### src/rtl/kyber_pkg.sv
// Shared constants for the Kyber encryption input loader: section codes,
// FSM state encodings, the default module rank and the section length helper.
package kyber_pkg;

   localparam int KYBER_K_DEFAULT = 3;

   // Section tags carried on s_type / input_type / data_type
   localparam logic [3:0] SEC_R   = 4'd1;
   localparam logic [3:0] SEC_EK  = 4'd2;
   localparam logic [3:0] SEC_M   = 4'd3;
   localparam logic [3:0] SEC_AUX = 4'd4;

   // Loader FSM states
   localparam logic [2:0] IDLE   = 3'd0;
   localparam logic [2:0] WAIT   = 3'd1;
   localparam logic [2:0] STREAM = 3'd2;
   localparam logic [2:0] FULL   = 3'd3;
   localparam logic [2:0] HOLD   = 3'd4;

   // Byte length of a section; unknown tags have length 0 and never stream
   function automatic int sec_len(input logic [3:0] t, input int k);
      case (t)
         SEC_R:   return 32;
         SEC_EK:  return 384 * k + 32;
         SEC_M:   return 32;
         SEC_AUX: return 32;
         default: return 0;
      endcase
   endfunction

endpackage

### src/rtl/kyber_byte_reg.sv
// Single-entry output register between the host stream and the core.
// Holds one byte with its index and tag; readin marks it valid. Also forms
// the host-side s_ready so a new byte can land on the edge the old one leaves.
module kyber_byte_reg #(
   parameter int IDX_W   = 16,
   parameter bit DROP_EN = 1'b0
) (
   input  logic             clk,
   input  logic             reset,
   input  logic             clear,
   input  logic             stream_ok,
   input  logic             type_match,
   input  logic             room,
   input  logic             s_valid,
   input  logic [7:0]       s_data,
   input  logic [IDX_W-1:0] cnt,
   input  logic [3:0]       tag,
   input  logic             readin_ok,
   output logic             s_ready,
   output logic             load,
   output logic             readin,
   output logic [7:0]       kyber_din,
   output logic [IDX_W-1:0] kyber_in_index,
   output logic [3:0]       data_type
);

   // Matching bytes need space in the register; mismatched bytes are either
   // stalled or, when dropping is enabled, swallowed without touching the core.
   assign s_ready = stream_ok & (type_match ? (room & (~readin | readin_ok)) : DROP_EN);
   assign load    = s_valid & s_ready & type_match;

   // Register fill on host transfer, drain on core transfer; clear aborts the byte
   always_ff @(posedge clk) begin
      // NOTE: sequential state uses non-blocking <= so every flop sees pre-edge values.
      if (!reset) begin
         readin         <= 1'b0;
         kyber_din      <= '0;
         kyber_in_index <= '0;
         data_type      <= '0;
      end else if (clear) begin
         readin <= 1'b0;
      end else if (load) begin
         readin         <= 1'b1;
         kyber_din      <= s_data;
         kyber_in_index <= cnt;
         data_type      <= tag;
      end else if (readin && readin_ok) begin
         readin <= 1'b0;
      end
   end

endmodule

### src/rtl/kyber_enc_loader.sv
// Upstream feeder for kyber_pke_enc. Accepts a tagged host byte stream and
// serves whichever section the core requests on input_type, one byte per
// cycle over readin/readin_ok, pulsing full_in after each section's last byte.
// Optional build macro: KYBER_LOADER_ERR_EN adds a sticky err output and
// discards host bytes whose tag does not match the section being served.
module kyber_enc_loader
   import kyber_pkg::*;
#(
   parameter int KYBER_K = KYBER_K_DEFAULT,
   parameter int IDX_W   = 16
) (
   input  logic             clk,
   input  logic             reset,
   input  logic             set,
   input  logic             s_valid,
   output logic             s_ready,
   input  logic [3:0]       s_type,
   input  logic [7:0]       s_data,
   input  logic [3:0]       input_type,
   input  logic             readin_ok,
   input  logic             core_done,
   output logic             readin,
   output logic             full_in,
   output logic [3:0]       data_type,
   output logic [7:0]       kyber_din,
   output logic [IDX_W-1:0] kyber_in_index,
   output logic             busy
`ifdef KYBER_LOADER_ERR_EN
   ,
   output logic             err
`endif
);

`ifdef KYBER_LOADER_ERR_EN
   localparam bit DROP_EN = 1'b1;
`else
   localparam bit DROP_EN = 1'b0;
`endif

   logic [2:0]       state;
   logic [3:0]       typ;
   logic [IDX_W-1:0] cnt;
   logic [IDX_W-1:0] len;
   logic             stream_ok;
   logic             type_match;
   logic             room;
   logic             load;
   logic             core_xfer;
   logic             abort;
   logic             done_ev;
   logic             last;

   assign len        = IDX_W'(sec_len(typ, KYBER_K));
   assign stream_ok  = (state == STREAM) && (input_type == typ);
   assign type_match = (s_type == typ);
   assign room       = (cnt < len);
   assign core_xfer  = readin & readin_ok;
   // A different nonzero request mid-section restarts on the new section
   assign abort      = (state == STREAM) && (input_type != 4'd0) && (input_type != typ);
   assign done_ev    = (state != IDLE) && core_done;
   // All bytes loaded and the final one (index len-1) leaves this edge
   assign last       = (state == STREAM) && (cnt == len) && core_xfer;

   assign full_in = (state == FULL);
   assign busy    = (state != IDLE);

   kyber_byte_reg #(
      .IDX_W   (IDX_W),
      .DROP_EN (DROP_EN)
   ) u_byte_reg (
      .clk            (clk),
      .reset          (reset),
      .clear          (abort | done_ev),
      .stream_ok      (stream_ok),
      .type_match     (type_match),
      .room           (room),
      .s_valid        (s_valid),
      .s_data         (s_data),
      .cnt            (cnt),
      .tag            (typ),
      .readin_ok      (readin_ok),
      .s_ready        (s_ready),
      .load           (load),
      .readin         (readin),
      .kyber_din      (kyber_din),
      .kyber_in_index (kyber_in_index),
      .data_type      (data_type)
   );

   // Run/section FSM with the per-section byte counter; core_done ends any run
   always_ff @(posedge clk) begin
      if (!reset) begin
         state <= IDLE;
         typ   <= '0;
         cnt   <= '0;
      end else if (done_ev) begin
         state <= IDLE;
      end else begin
         case (state)
            IDLE: begin
               if (set) begin
                  state <= WAIT;
                  cnt   <= '0;
               end
            end
            WAIT: begin
               if (input_type != 4'd0) begin
                  state <= STREAM;
                  typ   <= input_type;
                  cnt   <= '0;
               end
            end
            STREAM: begin
               if (abort) begin
                  typ <= input_type;
                  cnt <= '0;
               end else if (last) begin
                  state <= FULL;
               end else if (load) begin
                  cnt <= cnt + 1'b1;
               end
            end
            FULL: state <= HOLD;
            HOLD: begin
               if (input_type != typ) state <= WAIT;
            end
            default: state <= IDLE;
         endcase
      end
   end

`ifdef KYBER_LOADER_ERR_EN
   // Sticky error flag: wrong-tag host byte or section abort; cleared by a new run
   always_ff @(posedge clk) begin
      if (!reset) begin
         err <= 1'b0;
      end else if (state == IDLE && set) begin
         err <= 1'b0;
      end else if ((s_valid && s_ready && !type_match) || abort) begin
         err <= 1'b1;
      end
   end
`endif

endmodule
### config.mk
export PLATFORM = sky130hd
export DESIGN_NAME = kyber_enc_loader
export DESIGN_NICKNAME = d
export VERILOG_FILES = /design/src/rtl/kyber_pkg.sv /design/src/rtl/kyber_byte_reg.sv /design/src/rtl/kyber_enc_loader.sv
export SDC_FILE = /design/constraint.sdc
export NUM_CORES = 1
export LEC_CHECK = 0
export CORE_ASPECT_RATIO = 0.8
export CORE_MARGIN = 1
export CORE_UTILIZATION = 36
export CTS_CLUSTER_SIZE = 40
export DETAILED_ROUTE_END_ITERATION = 6
export PLACE_DENSITY = 0.63
export SLEW_MARGIN = 30
export SYNTH_ARGS = -nofsm -noshare
export SYNTH_HDL_FRONTEND = slang
export SYNTH_SLANG_ARGS = --single-unit
### constraint.sdc
create_clock -name clk -period 3.89 [get_ports clk]
set_input_delay 0.778 -clock clk [delete_from_list [all_inputs] [get_ports clk]]
set_output_delay 0.778 -clock clk [all_outputs]
set_load 0.005 [all_outputs]
* Yosys cells after proc, flatten, opt, wreduce, memory -nomap -nowiden
Index checks and enable logic that the tools add are counted.
Word-level totals: bits in registers 52, input bits 22, output and inout bits 32
Cells by class: add/sub/neg operators 1, $lt $le $gt $ge 1, equality and inequality tests 20, multiplexer cells 19, bitwise operators 11, reductions and logical operators 20
Operator list (count):
- 16-bit two-way mux | 5
- 16-bit case mux with 3 select lines | 1
- 11-bit case mux with 2 select lines | 1
- 16-bit by 1-bit adder with 16-bit output (second input constant) | 1
- 16-bit == test | 1
- 16-bit < comparator | 1
- 3-bit two-way mux | 5
- 3-bit case mux with 5 select lines | 1
- 2-bit inequality test (second input constant) | 6
- 4-bit by 2-bit == test with 1-bit output (second input constant) | 2
- 4-bit == test | 2
- 4-bit two-way mux | 2
- 4-bit case mux with 2 select lines | 1
- 1-bit logical AND | 7
- 3-bit by 2-bit == test with 1-bit output (second input constant) | 2
- 3-bit inequality test (second input constant) | 2
- 6-bit AND reduction | 1
- 3-bit nonzero test | 2
- 1-bit bitwise AND | 5
- 5-bit AND reduction | 1
- 4-bit by 1-bit == test with 1-bit output (second input constant) | 1
- 4-bit by 3-bit == test with 1-bit output (second input constant) | 1
- 4-bit inequality test | 1
- 1-bit NOT | 4
- 11 further kinds | 16

* Depth between registers and ports, before layout
Gate-level depths: netlist of the first run.
depth after elaboration 13, mapped depth 12

* Hierarchy
From an unflattened synthesis of the first run, not the netlist that was laid out.
Unflattened totals: cell total of the unflattened synthesis 317, area, all modules 2770.2 um2
Modules (own cells, without submodules):
- kyber_enc_loader | times used 1, cells an instance 188, area each 1555.2 um2, seq. area each 460.4 um2
- kyber_byte_reg | times used 1, cells an instance 129, area each 1214.9 um2, seq. area each 580.6 um2

* Worst setup path before layout of the first run
Ideal clock, no wire load.
path type register -> register, from reg typ[2], to reg u_byte_reg.kyber_in_index[0], library setup time 116 ps, data arrival time 3138 ps, required time 3774 ps, slack 636 ps, stages on the path, launching flop included 11, buffers on the path 3, period minus slack after synthesis 3254 ps, cell sequence dfxtp_1 -> clkbuf_1 -> or4b_2 -> ha_1 -> or4_1 -> or3_1 -> or4_4 -> buf_6 -> buf_6 -> mux2i_1 -> nor2b_1
On the way: word-level cells in the longest chain between the ends 10, elaborated cells on any way between the ends 20
Ends and longest elaborated chain:
- start: declaration | RTL line kyber_enc_loader.sv:41 | logic [3:0] typ;
- start signal: assignment | RTL line kyber_enc_loader.sv:109 | typ <= input_type;
- start signal: assignment | RTL line kyber_enc_loader.sv:115 | typ <= input_type;
- 4-bit by 3-bit == test with 1-bit output (tied with other cells) | RTL line kyber_pkg.sv:22 | case (t)
- 3-bit OR reduction (no source line)
- 11-bit case mux with 2 select lines | RTL line kyber_pkg.sv:22
- 16-bit < comparator | RTL line kyber_enc_loader.sv:56 | assign room = (cnt < len);
- 1-bit bitwise AND | RTL line kyber_byte_reg.sv:29 | assign s_ready = stream_ok & (type_match ? (room & (~readin | readin_ok)) : DROP_EN);
- 1-bit two-way mux | RTL line kyber_byte_reg.sv:29
- 1-bit bitwise AND | RTL line kyber_byte_reg.sv:29
- 1-bit bitwise AND (2 in series) | RTL line kyber_byte_reg.sv:30 | assign load = s_valid & s_ready & type_match;
- 2-bit AND reduction (no source line) (*)
- end signal: assignment | RTL line kyber_byte_reg.sv:45 | kyber_in_index <= cnt;
- end: declaration | RTL line kyber_byte_reg.sv:23 | output logic [IDX_W-1:0] kyber_in_index,
Every way passes the cells marked *; elsewhere a longest branch is shown, timed or not. A chain may end at the register's enable or synchronous reset.

* Worst setup path in the final report of the first run
from reg typ[3], to out s_ready
On the way: word-level cells in the longest chain between the ends 7, elaborated cells on any way between the ends 13
Ends and longest elaborated chain:
- 4-bit by 3-bit == test with 1-bit output (tied with other cells) | RTL line kyber_pkg.sv:22
- 3-bit OR reduction (no source line)
- 11-bit case mux with 2 select lines | RTL line kyber_pkg.sv:22
- 16-bit < comparator | RTL line kyber_enc_loader.sv:56
- 1-bit bitwise AND | RTL line kyber_byte_reg.sv:29
- 1-bit two-way mux | RTL line kyber_byte_reg.sv:29
- 1-bit bitwise AND (*) | RTL line kyber_byte_reg.sv:29
- end: declaration | RTL line kyber_enc_loader.sv:16 | output logic s_ready,
Marked as above.

==> flow_summary.toml, run 1 <==
[cells_and_area]
final_core_utilization = 0.486
fin_area_um2 = 3150
fin_nets = 341
instances_no_fill = 399
antenna_cells = 0
areaGrowthSynthToFinish_pct = 28.6
layout-drive-gt1-share = 0.0762

[synthesis]
synth-main-ff-cell = "dfxtp_1"
synth_top_area_cell = "dfxtp_1"
synth-edff-count = 0
ys_seq_area_frac = 0.425
async_flop_share = 0
synth_most_common_cell = "dfxtp_1"
yosys_warnings = 0
synth_top_cell_area_share = 0.425
synthTopCellsByCount = "52 x dfxtp_1, 28 x mux2i_1, 26 x nor2b_1"
avgSynthCellArea_um2 = 9.34
syn_nets = 289
synth_top_cells_by_area = "dfxtp_1 43%, mux2i_1 11%, nor2b_1 6.6%, nand2_1 3.2%, a21oi_1 3.1%"
ys_types = 37
netlist_area_um2 = 2450
ys_seq_elements = 52
synthCells = 262

[sta]
finalSetupViolCount = 0
rsz0062_at_grt = "false"
period_minus_slack_ns = 3.65
clock_skew_ns = 0.00829
finalSetupTns_ns = 0
timing.fmax_mhz = 274
final_max_slew_viol_count = 0
relSlewSlack = 0.659
min_period_over_period = 0.938
tightest_slew_ns = 0.505
hold_viol = 0

[place]
port_buffers = 53
post-dp-hpwl_um = 3820
gp_congestion = 0.810
placed_cell_area_um2 = 3030
placed_cells = 390

[route]
top_layer = "met4"
drtPass1Iterations = 6
dr_wl_met3_um = 281
wl_per_cell_um = 13.6
routed_wl_um = 5440
vias = 2070
viasPerCell = 5.19
ant_nets = 0
drt_iter0_drc = 60
drc = 0
met1_length_um = 2560
dr_wl_met2_um = 2530

[die]
core_um2 = 6470
dieArea_um2 = 7130
dieWidth_um = 94.2
rows = 26
die_h_um = 75.7
initial_core_util = 0.378
ios = 54

[worst_setup_path]
cp_top_family = "simple AND/OR/NAND/NOR gates"
end_kind = "output port"
critPathMaxStageDelay_ns = 0.70
cp.arrival_ns = 2.87
required_ns = 3.11
critPathKind = "reg -> out"
path_max_fanout = 2
worstPathCellList = "or4b_2 > ha_1 > or4_1 > or3_4 > nor2_2 > dlygate4sd2_1"
path_buf_inv = 1
worstSetupStartpointType = "flop"
critPathSlowestCell = "or4b_2"

[global_routing]
antenna_found_initial = 0
grt.total_usage = 0.161
grt_first_pass_wirelength_um = 8790
grt_pass1_vias = 1872
grt_overflow = 0
grt_start_max_net_pins = 49

[flow_run]
drv_cap = 0

[cts]
cts_tree = "built"
clock_latency_ns = 0.31
clock_sinks = 52
cts_buffer_depth = 2
cts_htree_levels = 2
root_buffer = "clkbuf_8"
cts_buffers = 5
clkTransAtPathRegs_ns = 0.10

[power]
p_leak_nw = 1.27
pwr_density_cell_nw_per_um2 = 306
peakVddDrop_uv = 130

[run_status]
status = "completed"

[hold_path]
worst_hold_path_type = "reg -> reg"
logic make-up (layout without fill, tap and decap cells):
logic type                 Yosys count  in the layout  share of synthesized area
muxes                               28             28                      0.115
adders and majority gates            5              5                     0.0256
xor gates and xnor gates             9              9                     0.0322
AOI/OAI and AO/OA                   38             38                     0.0930
DFF                                 52             52                      0.425
buffers and inverters               19             72                     0.0429
and+or+nand+nor                    111            111                      0.266
worst paths after layout:
check / startpoint / endpoint / slack, ns / cells past startpoint
max: typ[3]$_SDFFE_PN0P_ / s_ready / 0.24 / 6
min: u_byte_reg.kyber_in_index[14]$_SDFFE_PN0P_ / u_byte_reg.kyber_in_index[14]$_SDFFE_PN0P_ / 0.48 / 1
max reg2reg: typ[3]$_SDFFE_PN0P_ / cnt[7]$_SDFFE_PN0P_ / 0.46 / 7
min reg2reg: u_byte_reg.kyber_in_index[14]$_SDFFE_PN0P_ / u_byte_reg.kyber_in_index[14]$_SDFFE_PN0P_ / 0.48 / 1
metal layers:
metal / GRT usage / vias up
met3: 0.0369 / 5
met5: 0 / -
met4: 0.0615 / 0
li1: - / 1046
met1: 0.204 / 971
met2: 0.268 / 48
where the power goes:
part / internal [mW] / total [mW] / switching [mW]
clock: 0.129 / 0.314 / 0.185
sequential: 0.536 / 0.546 / 0.00918
combinational: 0.0534 / 0.105 / 0.0512
through the flow:
step / hold slack (ns) / worst slack, ns / power [mW]
4_1_cts: 0.489 / 0.238 / 0.979
5_1_grt: 0.506 / 0.147 / 1.01
2_1_floorplan: 0.453 / 0.636 / 0.615
3_5_place_dp: 0.469 / 0.231 / 0.661
3_3_place_gp: 0.464 / 0.287 / 0.661
6_report: 0.483 / 0.242 / 0.964
layout make-up:
cell class	count	area (um^2)
repair buffers	59	574
fillers	622	3330
flip-flops and latches	52	1050
clock buffers	5	68.8
multi-input cells	191	1310
well taps	84	105
clock inverters	3	22.5
inverters	5	18.8
sequential cells by signal, indices dropped and copies added, names as in the netlist:
signal                     cells
u_byte_reg.kyber_in_index     16
typ                            4
cnt                           16
u_byte_reg.readin              1
u_byte_reg.kyber_din           8
state                          3
u_byte_reg.data_type           4
repair_timing:
action / CTS / global route
endpoints found under the setup margin: 1 / 0
buffers inserted: 1 / 0
resized for setup: 8 / 0
hold buffers: 0 / 0
layout by cell type, fill, tap and decap left out, types with 2 or more instances in the layout:
cell type	netlist	final
and3_1	10	10
nand3_1	6	6
clkbuf_8	0	5
o21ai_0	9	9
nor4_1	4	4
clkdlybuf4s50_1	0	52
xnor2_1	3	3
dfxtp_1	52	48
nand4b_1	2	2
inv_1	5	5
or4_1	10	10
a21oi_1	15	15
or3_1	5	4
ha_1	5	5
buf_4	1	6
nor3_1	3	3
nand2_1	21	21
nand4_1	3	3
nor2b_1	26	26
mux2i_1	28	28
nor3b_1	2	2
dfxtp_2	0	3
xor2_1	6	6
nand2b_1	2	2
nor2_1	11	10
o31ai_1	8	8
Note: power is estimated with default switching activity, not from simulation.
==> run 2, diff against run 1 <==
--- a/config.mk
+++ b/config.mk
@@ -10,6 +10,7 @@
 export CORE_UTILIZATION = 36
 export CTS_CLUSTER_SIZE = 40
 export DETAILED_ROUTE_END_ITERATION = 6
+export MAX_ROUTING_LAYER = met4
 export PLACE_DENSITY = 0.63
 export SLEW_MARGIN = 30
 export SYNTH_ARGS = -nofsm -noshare
==> constraint.sdc (replaced) <==
create_clock -name clk -period 3.7 [get_ports clk]
set_input_delay 0.74 -clock clk [delete_from_list [all_inputs] [get_ports clk]]
set_output_delay 0.74 -clock clk [all_outputs]
set_load 0.005 [all_outputs]
==> run 2 against run 1 <==
Total power grew 17%. Clock power grew 41%. Wire length shrank 1.7%. Critical path type unchanged. Critical path depth is the same.
==> flow_summary.toml, run 2 (synthesis gave the netlist of run 1 again) <==
[run_status]
status = "completed"

[hold_path]
whs_endpoint = "u_byte_reg.kyber_in_index[14]$_SDFFE_PN0P_"
holdCritStartpoint = "u_byte_reg.kyber_in_index[14]$_SDFFE_PN0P_"
hold_path_depth = 1
worst_hold_path_type = "reg -> reg"

[global_routing]
grt_first_pass_wirelength_um = 8890
grt.total_usage = 0.168
grt_start_max_net_pins = 34
grt_overflow = 0
grt_pass1_vias = 1918
antenna_found_initial = 0

[power]
p_leak_nw = 1.30
pwr_density_cell_nw_per_um2 = 353
peakVddDrop_uv = 178

[worst_setup_path]
worstPathCellList = "or4b_4 > ha_1 > or4_1 > or3_1 > nor2_1 > dlymetal6s2s_1"
reg2reg_to = "cnt[7]$_SDFFE_PN0P_"
cp.arrival_ns = 2.56
reg2reg_depth = 7
cp_top_family = "simple AND/OR/NAND/NOR gates"
critPathMaxStageDelay_ns = 0.55
end_kind = "output port"
required_ns = 2.96
path_buf_inv = 1
critPathKind = "reg -> out"
reg2reg_slack_ns = 0.53
path_max_fanout = 2
worstSetupStartpointType = "flop"
critPathSlowestCell = "or4b_4"
r2r_start = "typ[3]$_SDFFE_PN0P_"

[cells_and_area]
antenna_cells = 0
fin_area_um2 = 3200
layout-drive-gt1-share = 0.0635
areaGrowthSynthToFinish_pct = 30.6
fillers = 612
fin_nets = 342
top_regs = "cnt: 16 flops, u_byte_reg.kyber_in_index: 16 flops, u_byte_reg.kyber_din: 8 flops"
final_cell_mix = "52 x dfxtp_1, 52 x clkdlybuf4s50_1, 28 x mux2i_1, 26 x nor2b_1, 21 x nand2_1"

[sta]
clock_skew_ns = 0.00676
period_minus_slack_ns = 3.30
min_period_over_period = 0.893
finalSetupTns_ns = 0
finalSetupViolCount = 0
relSlewSlack = 0.505
final_max_slew_viol_count = 0
hold_viol = 0
tightest_slew_ns = 0.736
timing.fmax_mhz = 303
final.setup.worst_slack_ns = 0.397
rsz0062_at_grt = "false"

[die]
die_h_um = 75.7
initial_core_util = 0.378
ios = 54
core_um2 = 6470
dieWidth_um = 94.2
rows = 26
dieArea_um2 = 7130

[route]
drtPass1Iterations = 4
routed_wl_um = 5350
vias = 2042
drt_iter0_drc = 92
drc = 0
viasPerCell = 5.12
ant_nets = 0
wl_per_cell_um = 13.4

[place]
pre_cts_slack_ns = 0.147
gp_congestion = 0.856
placed_cell_area_um2 = 3060
post-dp-hpwl_um = 3880
port_buffers = 53

[cts]
cts_htree_levels = 2
cts_buffers = 5
cts_tree = "built"
postCtsSetupRepairBufs = 0
clock_latency_ns = 0.30
clkTransAtPathRegs_ns = 0.09
cts_buffer_depth = 2
clock_sinks = 52
root_buffer = "clkbuf_8"

[flow_run]
drv_cap = 0
==> run 2: where the power goes <==
part,internal (mW),leakage (nW),switching [mW]
combinational,0.0577,0.819,0.0583
sequential,0.564,0.419,0.00674
clock,0.266,0.0642,0.177
total,0.887,1.30,0.242
==> run 2: worst max-delay path by stage <==
stage	start	end	slack, ns	depth (start not counted)
2_1_floorplan	typ[2]$_SDFFE_PN0P_	u_byte_reg.kyber_in_index[0]$_SDFFE_PN0P_	0.45	10
3_3_place_gp	readin_ok	s_ready	0.17	6
3_5_place_dp	readin_ok	s_ready	0.15	6
4_1_cts	typ[3]$_SDFFE_PN0P_	s_ready	0.03	6
5_1_grt	typ[3]$_SDFFE_PN0P_	s_ready	0.31	6
6_report	typ[3]$_SDFFE_PN0P_	s_ready	0.40	6
==> run 2: timing repair <==
item                                    4_1_cts  5_1_grt
resized for setup                             1        1
hold buffers                                  0        0
pin swaps                                     1        1
endpoints found under the setup margin        1        1
==> run 2: metal layers <==
layer / share of wire / wire (um) / vias to the layer above / global-route usage
met5: 0 / 0 / - / -
met4: 0.017 / 91 / 0 / 0.0667
met3: 0.041 / 221 / 10 / 0.0389
met2: 0.45 / 2390 / 43 / 0.265
met1: 0.50 / 2650 / 944 / 0.209
li1: - / - / 1045 / -
==> run 2: final cells by class <==
cell class / instances / area (um^2) / area share
clock buffers: 5 / 68.8 / 0.0215
clock inverters: 2 / 60.1 / 0.0188
inverters: 5 / 18.8 / 0.00587
multi-input cells: 191 / 1320 / 0.412
flip-flops and latches: 52 / 1040 / 0.326
well taps: 84 / 105 / 0.0329
repair buffers: 60 / 586 / 0.183
==> run 2: per-stage QoR <==
stage | cells | power, mW | utilization | hold WS (ns)
floorplan | 262 | 0.646 | - | 0.453
global placement | 392 | 0.696 | 0.471 | 0.466
detailed placement | 392 | 0.697 | 0.472 | 0.472
CTS | 399 | 1.14 | 0.492 | 0.487
global route | 399 | 1.18 | 0.494 | 0.502
finish | 399 | 1.13 | 0.494 | 0.481
